### config.mk
export PLATFORM = sky130hd
export DESIGN_NAME = sd_110_stream_ctrl
export DESIGN_NICKNAME = d
export VERILOG_FILES = /design/src/rtl/sd_110_stream_ctrl.sv
export SDC_FILE = /design/constraint.sdc
export NUM_CORES = 1
export LEC_CHECK = 0
export CAP_MARGIN = 10
export CORE_MARGIN = 2
export CORE_UTILIZATION = 48
export DETAILED_ROUTE_END_ITERATION = 8
export PLACE_DENSITY = 0.78
export SLEW_MARGIN = 10
export SYNTH_ARGS = -nofsm -noshare
export SYNTH_HDL_FRONTEND = slang
export SYNTH_SLANG_ARGS = --single-unit
### constraint.sdc
create_clock -name clk -period 1.67 [get_ports clk]
set_input_delay 0.4175 -clock clk [delete_from_list [all_inputs] [get_ports clk]]
set_output_delay 0.4175 -clock clk [all_outputs]
set_load 0.05 [all_outputs]
### src/rtl/sd_110_stream_ctrl.sv
// Word serializer feeding a "110" sequence detector: accepts one 8-bit word in IDLE,
// shifts it out MSB first over eight SHIFT cycles, then pulses word_done in DONE.
module sd_110_stream_ctrl (
    input  logic       clk,
    input  logic       rst,
    input  logic [7:0] in_data,
    input  logic       in_valid,
    output logic       in_ready,
    input  logic       clr_cnt,
    output logic       out,
    output logic       det_pulse,
    output logic [7:0] det_count,
    output logic       busy,
    output logic       word_done,
    output logic [1:0] dbg_state,
    output logic [1:0] dbg_det_state
);

    localparam logic [1:0] ST_IDLE  = 2'd0;
    localparam logic [1:0] ST_SHIFT = 2'd1;
    localparam logic [1:0] ST_DONE  = 2'd2;

    localparam logic [1:0] DET_S0 = 2'd0;
    localparam logic [1:0] DET_S1 = 2'd1;
    localparam logic [1:0] DET_S2 = 2'd2;

    logic [1:0] state_q, state_d;
    logic [7:0] shreg_q, shreg_d;
    logic [2:0] cnt_q, cnt_d;
    logic [1:0] det_q, det_d;
    logic       out_q, out_d;
    logic       pulse_q, pulse_d;
    logic [7:0] count_q, count_d;
    logic       detect;
    logic       bit_in;

    // Handshake: a word transfers on a rising edge where in_valid and in_ready are both high;
    // in_ready is high only in IDLE, so in_valid/in_data are ignored everywhere else.
    always_comb begin
        state_d = state_q;
        shreg_d = shreg_q;
        cnt_d   = cnt_q;
        det_d   = det_q;
        detect  = 1'b0;
        bit_in  = shreg_q[7];

        case (state_q)
            ST_IDLE: begin
                if (in_valid) begin
                    shreg_d = in_data;
                    cnt_d   = 3'd7;
                    state_d = ST_SHIFT;
                end
            end
            ST_SHIFT: begin
                shreg_d = {shreg_q[6:0], 1'b0};
                cnt_d   = cnt_q - 3'd1;
                if (cnt_q == 3'd0) begin
                    state_d = ST_DONE;
                end
                // The detector only moves while a bit is being presented.
                case (det_q)
                    DET_S0: det_d = bit_in ? DET_S1 : DET_S0;
                    DET_S1: det_d = bit_in ? DET_S2 : DET_S0;
                    DET_S2: begin
                        if (bit_in) begin
                            det_d = DET_S2;
                        end else begin
                            det_d  = DET_S0;
                            detect = 1'b1;
                        end
                    end
                    default: det_d = DET_S0;
                endcase
            end
            ST_DONE: state_d = ST_IDLE;
            default: state_d = ST_IDLE;
        endcase

        pulse_d = detect;
        out_d   = out_q ^ detect;

        // Clear beats a same-cycle increment; the count sticks at 255.
        count_d = count_q;
        if (clr_cnt) begin
            count_d = 8'd0;
        end else if (detect && (count_q != 8'hFF)) begin
            count_d = count_q + 8'd1;
        end
    end

    always_ff @(posedge clk) begin
        if (rst) begin
            state_q <= ST_IDLE;
            shreg_q <= 8'd0;
            cnt_q   <= 3'd0;
            det_q   <= DET_S0;
            out_q   <= 1'b0;
            pulse_q <= 1'b0;
            count_q <= 8'd0;
        end else begin
            state_q <= state_d;
            shreg_q <= shreg_d;
            cnt_q   <= cnt_d;
            det_q   <= det_d;
            out_q   <= out_d;
            pulse_q <= pulse_d;
            count_q <= count_d;
        end
    end

    assign in_ready      = (state_q == ST_IDLE);
    assign busy          = (state_q != ST_IDLE);
    assign word_done     = (state_q == ST_DONE);
    assign out           = out_q;
    assign det_pulse     = pulse_q;
    assign det_count     = count_q;
    assign dbg_state     = state_q;
    assign dbg_det_state = det_q;

endmodule

==> impl_metrics.env <==
export IMPL_p_sw_mw=0.390
export IMPL_finalInstanceArea_um2=1740
export IMPL_slowest_delay_ns=0.39
export IMPL_max_slew_margin_pct=76.7
export IMPL_pwr_density_cell_nw_per_um2=736
export IMPL_clock_fmax_mhz=625
export IMPL_dr_pass1_iters=4
export IMPL_synth_area_top_cells="dfxtp_1, nor2_1, ha_1, a21oi_1, nor2b_1"
export IMPL_final_cells=210
export IMPL_chipWidth_um=54.3
export IMPL_cts_buffers=3
export IMPL_rows=18
export IMPL_max_slew_worst_pin_slew_ns=0.341
export IMPL_die_h_um=54.3
export IMPL_grt_overflow=0
export IMPL_cp_start_kind="register"
export IMPL_cpMaxStageDelayCell="dfxtp_4"
export IMPL_path_clk_slew_ns=0.14
export IMPL_p_clk_share_pct=22.0
export IMPL_syn_nets=166
export IMPL_layout_drive_gt1_share_pct=22.2
export IMPL_pwr_share_comb_pct=26.2
export IMPL_synth_seq_cells=25
export IMPL_max_vdd_ir_drop_uv=620
export IMPL_critical_path_max_fanout=7
export IMPL_critPathCaptureType="primary output"
export IMPL_wl_per_cell_um=12.6
export IMPL_p_seq_share_pct=51.8
export IMPL_drt_wl_total_mm=2.65
export IMPL_start_util_pct=49.9
export IMPL_remaining_drc_errors=0
export IMPL_async_flop_share_pct=0
export IMPL_gp_congestion=0.802
export IMPL_grt_max_degree=17
export IMPL_num_vias=1071
export IMPL_critPathBufInv=2
export IMPL_grt_setup_unrepaired="false"
export IMPL_root_buffer="clkbuf_4"
export IMPL_grt_use_total_pct=20.3
export IMPL_min_period_over_period_pct=95.7
export IMPL_status="finished, final reports clean"
export IMPL_hpwl_mm=2.00
export IMPL_place_inst=203
export IMPL_worst_setup_path_type="reg2out"
export IMPL_required_ns=1.25
export IMPL_grt_pass1_wl_mm=4.28
export IMPL_yosys_warnings=0
export IMPL_clock_latency_ns=0.32
export IMPL_portBuffers=28
export IMPL_critical_path_arrival_ns=1.18
export IMPL_drtIter0Drc=15
export IMPL_yosysTopAreaCell="dfxtp_1"
export IMPL_cp_top_family="flip-flops"
export IMPL_ioPinCount=29
export IMPL_cts_htree_levels=1
export IMPL_switching_share_pct=30.5
export IMPL_drv_cap=0
export IMPL_power_internal_mw=0.888
export IMPL_power_mw=1.28
export IMPL_syn_area_um2=1210
export IMPL_cts_tree="built"
export IMPL_fin_crit_ns=1.60
export IMPL_layout_common_cells="nor2_1, dfxtp_1, buf_12"
export IMPL_via_per_inst=5.10
export IMPL_cts_buffer_depth=2
export IMPL_mostFrequentLayoutCell="nor2_1"
export IMPL_coreArea_um2=2430
export IMPL_synth_edf_count=0
export IMPL_synth_ff_type="dfxtp_1"
export IMPL_final_net_count=199
export IMPL_place_area_um2=1680
export IMPL_fin_skew_ns=0.00844
export IMPL_drv_slew=0
export IMPL_synth_top_area_share_pct=41.2
export IMPL_p_leak_nw=0.708
export IMPL_cts_sinks=25
export IMPL_grt_pass1_vias=1005
export IMPL_synth_area_per_cell_um2=8.21
export IMPL_setup_viol=0
export IMPL_ys_seq_area_share_pct=41.2
export IMPL_hold_viol=0
export IMPL_antenna_cells=0
export IMPL_synth_cell_types=32
export IMPL_hold_class="reg2reg"
export IMPL_setup_tns_ns=0
export IMPL_synthCells=148
export IMPL_area_growth_pct=42.8
export IMPL_antenna_found_initial=0
export IMPL_die_area_um2=2950
export IMPL_ant_nets=0
export IMPL_cp_cell_sequence="or2_4 > clkinvlp_4 > buf_12"
-- metrics by stage --
stage	setup slack (ns)	hold WS [ns]	utilization, %
floorplan	0.0130	0.462	-
global placement	0.114	0.475	69.2
detailed placement	0.0204	0.484	69.2
CTS	0.00912	0.508	70.6
global route	0.00203	0.543	71.3
finish	0.0711	0.507	71.3
-- synthesized netlist by cell type (2+ instances only) --
library cell and number:
a211oi_1 3, a21oi_1 12, and2_1 2, buf_2 2
clkbuf_1 4, dfxtp_1 25, ha_1 6, inv_1 9
mux2i_1 2, nand2_1 2, nand2b_1 3, nand3_1 2
nand3b_1 2, nand4_1 2, nor2_1 33, nor2b_1 7
nor3_1 8, nor3b_1 3, o2111ai_1 2, o211ai_1 2
or2_2 2, xor2_1 5
-- sequential cells by signal, indices dropped and copies added (netlist names) --
| name | count |
|---|---|
| cnt_q | 3 |
| dbg_state | 2 |
| det_count | 8 |
| det_pulse | 1 |
| shreg_q | 8 |
| out | 1 |
| dbg_det_state | 2 |
-- cell type report --
type | instances | area [µm²]
repair buffers | 36 | 470
multi-input cells | 106 | 651
clock buffers | 3 | 22.5
flip-flops and latches | 25 | 510
inverters | 9 | 37.5
clock inverters | 1 | 6.26
well taps | 30 | 37.5
fillers | 187 | 697
-- power by group through the flow --
stage	clock network, mW	logic [mW]	registers (mW)
after floorplan	0	0.181	0.688
after global placement	0	0.296	0.690
after detailed placement	0	0.307	0.691
after CTS	0.290	0.317	0.673
after global routing	0.317	0.366	0.667
final	0.281	0.335	0.663
-- layer usage --
metal	part of all wire, %	GRT usage [%]
met5	0	0
met4	1.2	8.33
met3	4.6	5.74
met2	49	33.7
met1	45	24.5
-- path summary, 6_finish.rpt --
| path | from | to | slack (ns) | cells past startpoint |
|---|---|---|---|---|
| worst min-delay path | dbg_det_state[0] | dbg_det_state[0] | 0.51 | 2 |
| worst max register to register | det_count[1] | det_count[4] | 0.17 | 5 |
| worst max-delay path | dbg_state[1] | in_ready | 0.07 | 3 |
| worst min register to register | dbg_det_state[0] | dbg_det_state[0] | 0.51 | 2 |
-- tightest hold or removal path, stage by stage, from the launching register on --
cell and delay [ns]:
dfxtp_2 0.37, nand2_1 0.06, a21oi_1 0.05
-- what timing repair did --
action | CTS | global route
setup buffers | 1 | 2
hold buffers | 0 | 0
resized for setup | 0 | 2
pin swaps | 0 | 1
endpoints found under the setup margin | 1 | 2
-- kinds of logic after synthesis --
group | Yosys count | share of synthesized area (%)
xor+xnor | 6 | 4.33
mux | 2 | 1.65
buf+inv | 17 | 6.08
simple gates | 71 | 29.7
flops | 25 | 41.2
fa+ha+maj | 6 | 6.18
compound gates | 21 | 10.9
Note: power is estimated with default switching activity, not from simulation.
